$ cat src/rtl/core_pkg.sv
// Shared types for the RV32I core pipeline control blocks.
package core_pkg;

  localparam int REG_W = 5;

  typedef enum logic [1:0] {
    FWD_RF  = 2'b00,
    FWD_WB  = 2'b01,
    FWD_MEM = 2'b10
  } fwd_sel_t;

  // Per-stage shadow of the fields hazard detection cares about.
  typedef struct packed {
    logic [REG_W-1:0] rd;
    logic             regwrite;
    logic             load;
  } stage_shadow_t;

endpackage

$ cat src/rtl/hazard_fwd_sel.sv
// Forwarding select for one EX operand; MEM result beats WB result, x0 never forwards.
module hazard_fwd_sel
  import core_pkg::*;
(
  input  logic [REG_W-1:0] rs_e,
  input  logic [REG_W-1:0] rd_m,
  input  logic             regwrite_m,
  input  logic [REG_W-1:0] rd_w,
  input  logic             regwrite_w,
  output fwd_sel_t         sel
);

  // Priority compare against MEM then WB destination.
  always_comb begin
    sel = FWD_RF;
    if (regwrite_m && (rd_m != '0) && (rd_m == rs_e))
      sel = FWD_MEM;
    else if (regwrite_w && (rd_w != '0) && (rd_w == rs_e))
      sel = FWD_WB;
  end

endmodule

$ cat src/rtl/hazard_ctrl.sv
// Hazard controller for the 5-stage RV32I core: forwarding selects, stall/flush
// generation and saturating event counters. Tracks E/M/W itself from D inputs.
module hazard_ctrl
  import core_pkg::*;
#(
  parameter int CNT_W = 16
) (
  input  logic             clk,
  input  logic             rst_n,
  input  logic [REG_W-1:0] rs1_d,
  input  logic [REG_W-1:0] rs2_d,
  input  logic [REG_W-1:0] rd_d,
  input  logic             regwrite_d,
  input  logic             load_d,
  input  logic             pcsrc_e,
  input  logic             mem_busy,
  output logic [1:0]       forward_a_e,
  output logic [1:0]       forward_b_e,
  output logic             stall_f,
  output logic             stall_d,
  output logic             flush_d,
  output logic             flush_e,
  output logic             stall_emw,
  output logic [CNT_W-1:0] stall_cnt,
  output logic [CNT_W-1:0] flush_cnt
);

  localparam logic [CNT_W-1:0] CNT_ONE = {{(CNT_W-1){1'b0}}, 1'b1};

  stage_shadow_t    sh_e_q, sh_e_d, sh_m_q, sh_m_d, sh_w_q, sh_w_d;
  logic [REG_W-1:0] rs1_e_q, rs1_e_d, rs2_e_q, rs2_e_d;
  logic [CNT_W-1:0] stall_cnt_q, stall_cnt_d, flush_cnt_q, flush_cnt_d;
  logic             lu;
  fwd_sel_t         fwd_a, fwd_b;

  assign lu = sh_e_q.load && (sh_e_q.rd != '0) &&
              ((sh_e_q.rd == rs1_d) || (sh_e_q.rd == rs2_d));

  // Control priority: memory freeze, then taken branch, then load-use.
  // Gated by rst_n so the controls drop the instant reset asserts.
  always_comb begin
    stall_f   = 1'b0;
    stall_d   = 1'b0;
    flush_d   = 1'b0;
    flush_e   = 1'b0;
    stall_emw = 1'b0;
    if (!rst_n) begin
      stall_f = 1'b0;
    end else if (mem_busy) begin
      stall_f   = 1'b1;
      stall_d   = 1'b1;
      stall_emw = 1'b1;
    end else if (pcsrc_e) begin
      flush_d = 1'b1;
      flush_e = 1'b1;
    end else if (lu) begin
      stall_f = 1'b1;
      stall_d = 1'b1;
      flush_e = 1'b1;
    end
  end

  // Shadow pipeline advance and saturating event counts.
  always_comb begin
    sh_e_d      = sh_e_q;
    sh_m_d      = sh_m_q;
    sh_w_d      = sh_w_q;
    rs1_e_d     = rs1_e_q;
    rs2_e_d     = rs2_e_q;
    stall_cnt_d = stall_cnt_q;
    flush_cnt_d = flush_cnt_q;
    if (!stall_emw) begin
      if (flush_e) begin
        sh_e_d  = '0;
        rs1_e_d = '0;
        rs2_e_d = '0;
      end else begin
        sh_e_d  = '{rd: rd_d, regwrite: regwrite_d, load: load_d};
        rs1_e_d = rs1_d;
        rs2_e_d = rs2_d;
      end
      // M and W only need the writeback destination.
      sh_m_d = '{rd: sh_e_q.rd, regwrite: sh_e_q.regwrite, load: 1'b0};
      sh_w_d = '{rd: sh_m_q.rd, regwrite: sh_m_q.regwrite, load: 1'b0};
      if (pcsrc_e) begin
        if (flush_cnt_q != '1) flush_cnt_d = flush_cnt_q + CNT_ONE;
      end else if (lu) begin
        if (stall_cnt_q != '1) stall_cnt_d = stall_cnt_q + CNT_ONE;
      end
    end
  end

  // State register.
  always_ff @(posedge clk or negedge rst_n) begin
    if (!rst_n) begin
      sh_e_q      <= '0;
      sh_m_q      <= '0;
      sh_w_q      <= '0;
      rs1_e_q     <= '0;
      rs2_e_q     <= '0;
      stall_cnt_q <= '0;
      flush_cnt_q <= '0;
    end else begin
      sh_e_q      <= sh_e_d;
      sh_m_q      <= sh_m_d;
      sh_w_q      <= sh_w_d;
      rs1_e_q     <= rs1_e_d;
      rs2_e_q     <= rs2_e_d;
      stall_cnt_q <= stall_cnt_d;
      flush_cnt_q <= flush_cnt_d;
    end
  end

  hazard_fwd_sel u_fwd_a (
    .rs_e       (rs1_e_q),
    .rd_m       (sh_m_q.rd),
    .regwrite_m (sh_m_q.regwrite),
    .rd_w       (sh_w_q.rd),
    .regwrite_w (sh_w_q.regwrite),
    .sel        (fwd_a)
  );

  hazard_fwd_sel u_fwd_b (
    .rs_e       (rs2_e_q),
    .rd_m       (sh_m_q.rd),
    .regwrite_m (sh_m_q.regwrite),
    .rd_w       (sh_w_q.rd),
    .regwrite_w (sh_w_q.regwrite),
    .sel        (fwd_b)
  );

  assign forward_a_e = fwd_a;
  assign forward_b_e = fwd_b;
  assign stall_cnt   = stall_cnt_q;
  assign flush_cnt   = flush_cnt_q;

endmodule

$ cat config.mk
export PLATFORM = sky130hd
export DESIGN_NAME = hazard_ctrl
export DESIGN_NICKNAME = d
export VERILOG_FILES = /design/src/rtl/core_pkg.sv /design/src/rtl/hazard_fwd_sel.sv /design/src/rtl/hazard_ctrl.sv
export SDC_FILE = /design/constraint.sdc
export NUM_CORES = 1
export LEC_CHECK = 0
export CORE_MARGIN = 2
export CORE_UTILIZATION = 46
export DETAILED_ROUTE_END_ITERATION = 8
export PLACE_DENSITY_LB_ADDON = 0.05
export SKIP_LAST_GASP = 1
export SLEW_MARGIN = 30
export SYNTH_ARGS = -nofsm -noshare
export SYNTH_HDL_FRONTEND = slang
export SYNTH_SLANG_ARGS = --single-unit
export TNS_END_PERCENT = 1
$ cat constraint.sdc
create_clock -name clk -period 1.91 [get_ports clk]
set_input_delay 0.191 -clock clk [delete_from_list [all_inputs] [get_ports clk]]
set_output_delay 0.191 -clock clk [all_outputs]
set_load 0.01 [all_outputs]
==> impl_metrics.env <==
export IMPL_cts_max_level=3
export IMPL_ys_seq_area_frac=0.511
export IMPL_internal_power_w=0.00269
export IMPL_multi_input_area_um2=1460
export IMPL_wl_per_cell_um=14.5
export IMPL_fin_cells=485
export IMPL_cts_sinks=61
export IMPL_rows=29
export IMPL_violations="negative hold slack, negative setup slack"
export IMPL_startpoint_type="register"
export IMPL_min_period_over_period=1.14
export IMPL_rsz0062_at_grt="yes"
export IMPL_end_kind="primary output"
export IMPL_antenna_found_initial=0
export IMPL_r2r_end="stall_cnt[1]"
export IMPL_r2r_cells=8
export IMPL_io_buffers=61
export IMPL_mostFrequentLayoutCells="buf_4, dfrtp_1, clkdlybuf4s50_1"
export IMPL_status="finished with violations"
export IMPL_synthFlopType="dfrtp_1"
export IMPL_worst_pin_slew_ns=0.344
export IMPL_pwr_share_clk=0.335
export IMPL_grt_pass1_wl_mm=11.9
export IMPL_regArea_um2=1530
export IMPL_slew_viol_final=0
export IMPL_coreArea_um2=6310
export IMPL_ir_drop_mv=0.827
export IMPL_clock_latency_ns=0.34
export IMPL_antenna_cells=0
export IMPL_die_h_um=84.6
export IMPL_drive_above_1_share=0.265
export IMPL_fin_skew_ns=0.00661
export IMPL_route_detailed_drc=0
export IMPL_crit_fanout=4
export IMPL_synth_edf_count=0
export IMPL_utilization=0.695
export IMPL_clockRootBuffer="clkbuf_8"
export IMPL_postSynthAreaPerCell_um2=10.7
export IMPL_worstPathRequired_ns=1.72
export IMPL_max_freq_ghz=0.459
export IMPL_grtUsageTotal=0.209
export IMPL_swShare=0.282
export IMPL_synth_cell_types=36
export IMPL_p_sw_w=0.00106
export IMPL_setup_viol=40
export IMPL_cp_arrival_ns=1.99
export IMPL_power_density_nw_per_um2=854
export IMPL_critical_path_class="register to primary output"
export IMPL_power_frac_seq=0.417
export IMPL_initial_utilization=0.473
export IMPL_grt_max_degree=66
export IMPL_hold_viol_final=61
export IMPL_route_antenna_remaining_nets=0
export IMPL_cts_clk_slew_worst_paths_ns=0.07
export IMPL_ioPinCount=62
export IMPL_die_x_um=84.6
export IMPL_syn_inst=278
export IMPL_cts_inserted_buffers=9
export IMPL_grt_pass1_vias=2465
export IMPL_vias=2503
export IMPL_drt_iter0_drc=108
export IMPL_clockBufferDepth=2
export IMPL_rrSetupSlack_ns=-0.16
export IMPL_tritoncts="done"
export IMPL_min_path_type="input pin to asynchronous set/reset pin"
export IMPL_r2r_start="sh_e_q[4]"
export IMPL_power_leakage_nw=2.04
export IMPL_syn_area_um2=2990
export IMPL_die_area_um2=7150
export IMPL_synth_seq_cells=61
export IMPL_area_growth_pct=47.0
export IMPL_worst_slack_ns=-0.269
export IMPL_dr_pass1_iters=5
export IMPL_dp_cells=461
export IMPL_hold_slack_ns=-0.0946
export IMPL_vias_per_cell=5.16
export IMPL_slew_limit_headroom=0.771
export IMPL_nNetsFinal=426
export IMPL_grt_ovfl_total=0
export IMPL_post_route_min_period_ns=2.18
export IMPL_ys_warn_count=0
export IMPL_drt_wl_total_mm=7.05
export IMPL_maxCapViolCount=0
export IMPL_fillerInstances=503
export IMPL_gp_congestion=0.801
export IMPL_async_flop_share=1.00
export IMPL_final_common_cell="buf_4"
export IMPL_dpl_hpwl_mm=4.97
export IMPL_syn_nets=301
export IMPL_combPwrFrac=0.248
[registers in the layout, indices dropped and copies added (netlist names)]
register and flops:
stall_cnt 16, sh_m_q 6, rs2_e_q 5, sh_e_q 7
sh_w_q 6, flush_cnt 16, rs1_e_q 5
[metrics by stage]
stage | setup TNS, ns | worst slack, ns | total power (W) | cell area, um^2
5_1_grt | -7.74 | -0.399 | 0.00393 | 4390
6_report | -4.39 | -0.269 | 0.00375 | 4390
4_1_cts | -4.43 | -0.341 | 0.00377 | 4350
2_1_floorplan | 0 | 0.000763 | 0.00197 | 2990
3_3_place_gp | -6.73 | -0.521 | 0.00246 | 4070
3_5_place_dp | -7.51 | -0.530 | 0.00248 | 4070
[cells by family after synthesis]
| family | Yosys count | share of synthesized area |
|---|---|---|
| simple gates | 117 | 0.199 |
| flops | 61 | 0.511 |
| xor+xnor | 58 | 0.170 |
| compound gates | 27 | 0.0838 |
| buf+inv | 10 | 0.0163 |
| mux | 3 | 0.0113 |
| fa+ha+maj | 2 | 0.00838 |
[area by class of cell]
cell class / instances / area share
sequential: 61 / 0.349
timing repair buffer: 122 / 0.245
clock buffer: 9 / 0.0282
clock inverter: 7 / 0.0205
multi-input combinational: 207 / 0.334
tap: 77 / 0.0220
inverter: 2 / 0.00171
[cells in the mapped netlist, types with 4 or more instances]
master / number / area [um^2]
nand2_1: 48 / 180
nor4_1: 4 / 25.0
and3_1: 6 / 37.5
dfrtp_1: 61 / 1530
clkbuf_1: 6 / 22.5
a22o_1: 17 / 149
xor2_1: 28 / 245
nand3_1: 11 / 55.1
nor2_1: 10 / 37.5
xnor2_1: 30 / 263
nor3_1: 5 / 25.0
and4_1: 5 / 43.8
or4_1: 4 / 30.0
nand4_1: 14 / 87.6
[worst max path at each step]
stage                    from  slack, ns        endpoint  depth (start not counted)
floorplan           sh_e_q[2]     0.0008   stall_cnt[14]                          6
global placement     rs1_d[2]      -0.52         stall_f                          8
detailed placement   rs1_d[2]      -0.53         stall_d                          8
CTS                 sh_e_q[4]      -0.34         stall_d                          6
global route        sh_w_q[6]      -0.40  forward_b_e[0]                          5
finish              sh_w_q[6]      -0.27  forward_b_e[0]                          5
[power groups by stage]
stage	sequential (W)	combinational (W)	clock, W
after global placement	0.00159	0.000871	0
after floorplan	0.00165	0.000320	0
final	0.00156	0.000931	0.00125
after detailed placement	0.00159	0.000885	0
after CTS	0.00157	0.000921	0.00128
after global routing	0.00158	0.00102	0.00133
[worst max-delay path, cell delays in order, from the launching register on]
cell and delay [ns]:
dfrtp_1 0.41, or4_1 0.14, o21ai_0 0.12, or4_1 0.56, nor4_2 0.26, buf_2 0.16
[per-layer routing]
metal	wire (um)	vias to the layer above	global-route usage
met3	348	10	0.0580
li1	-	1222	-
met4	95	0	0.0779
met5	0	-	0
met2	3380	57	0.333
met1	3220	1214	0.274
[repair_timing]
action	4_1_cts	5_1_grt
setup buffers	6	2
pin swaps	8	9
hold endpoints to repair	61	61
gates resized for setup	32	7
cloned	0	0
setup endpoints to repair	30	41
Power figures use the tool's default switching activity.
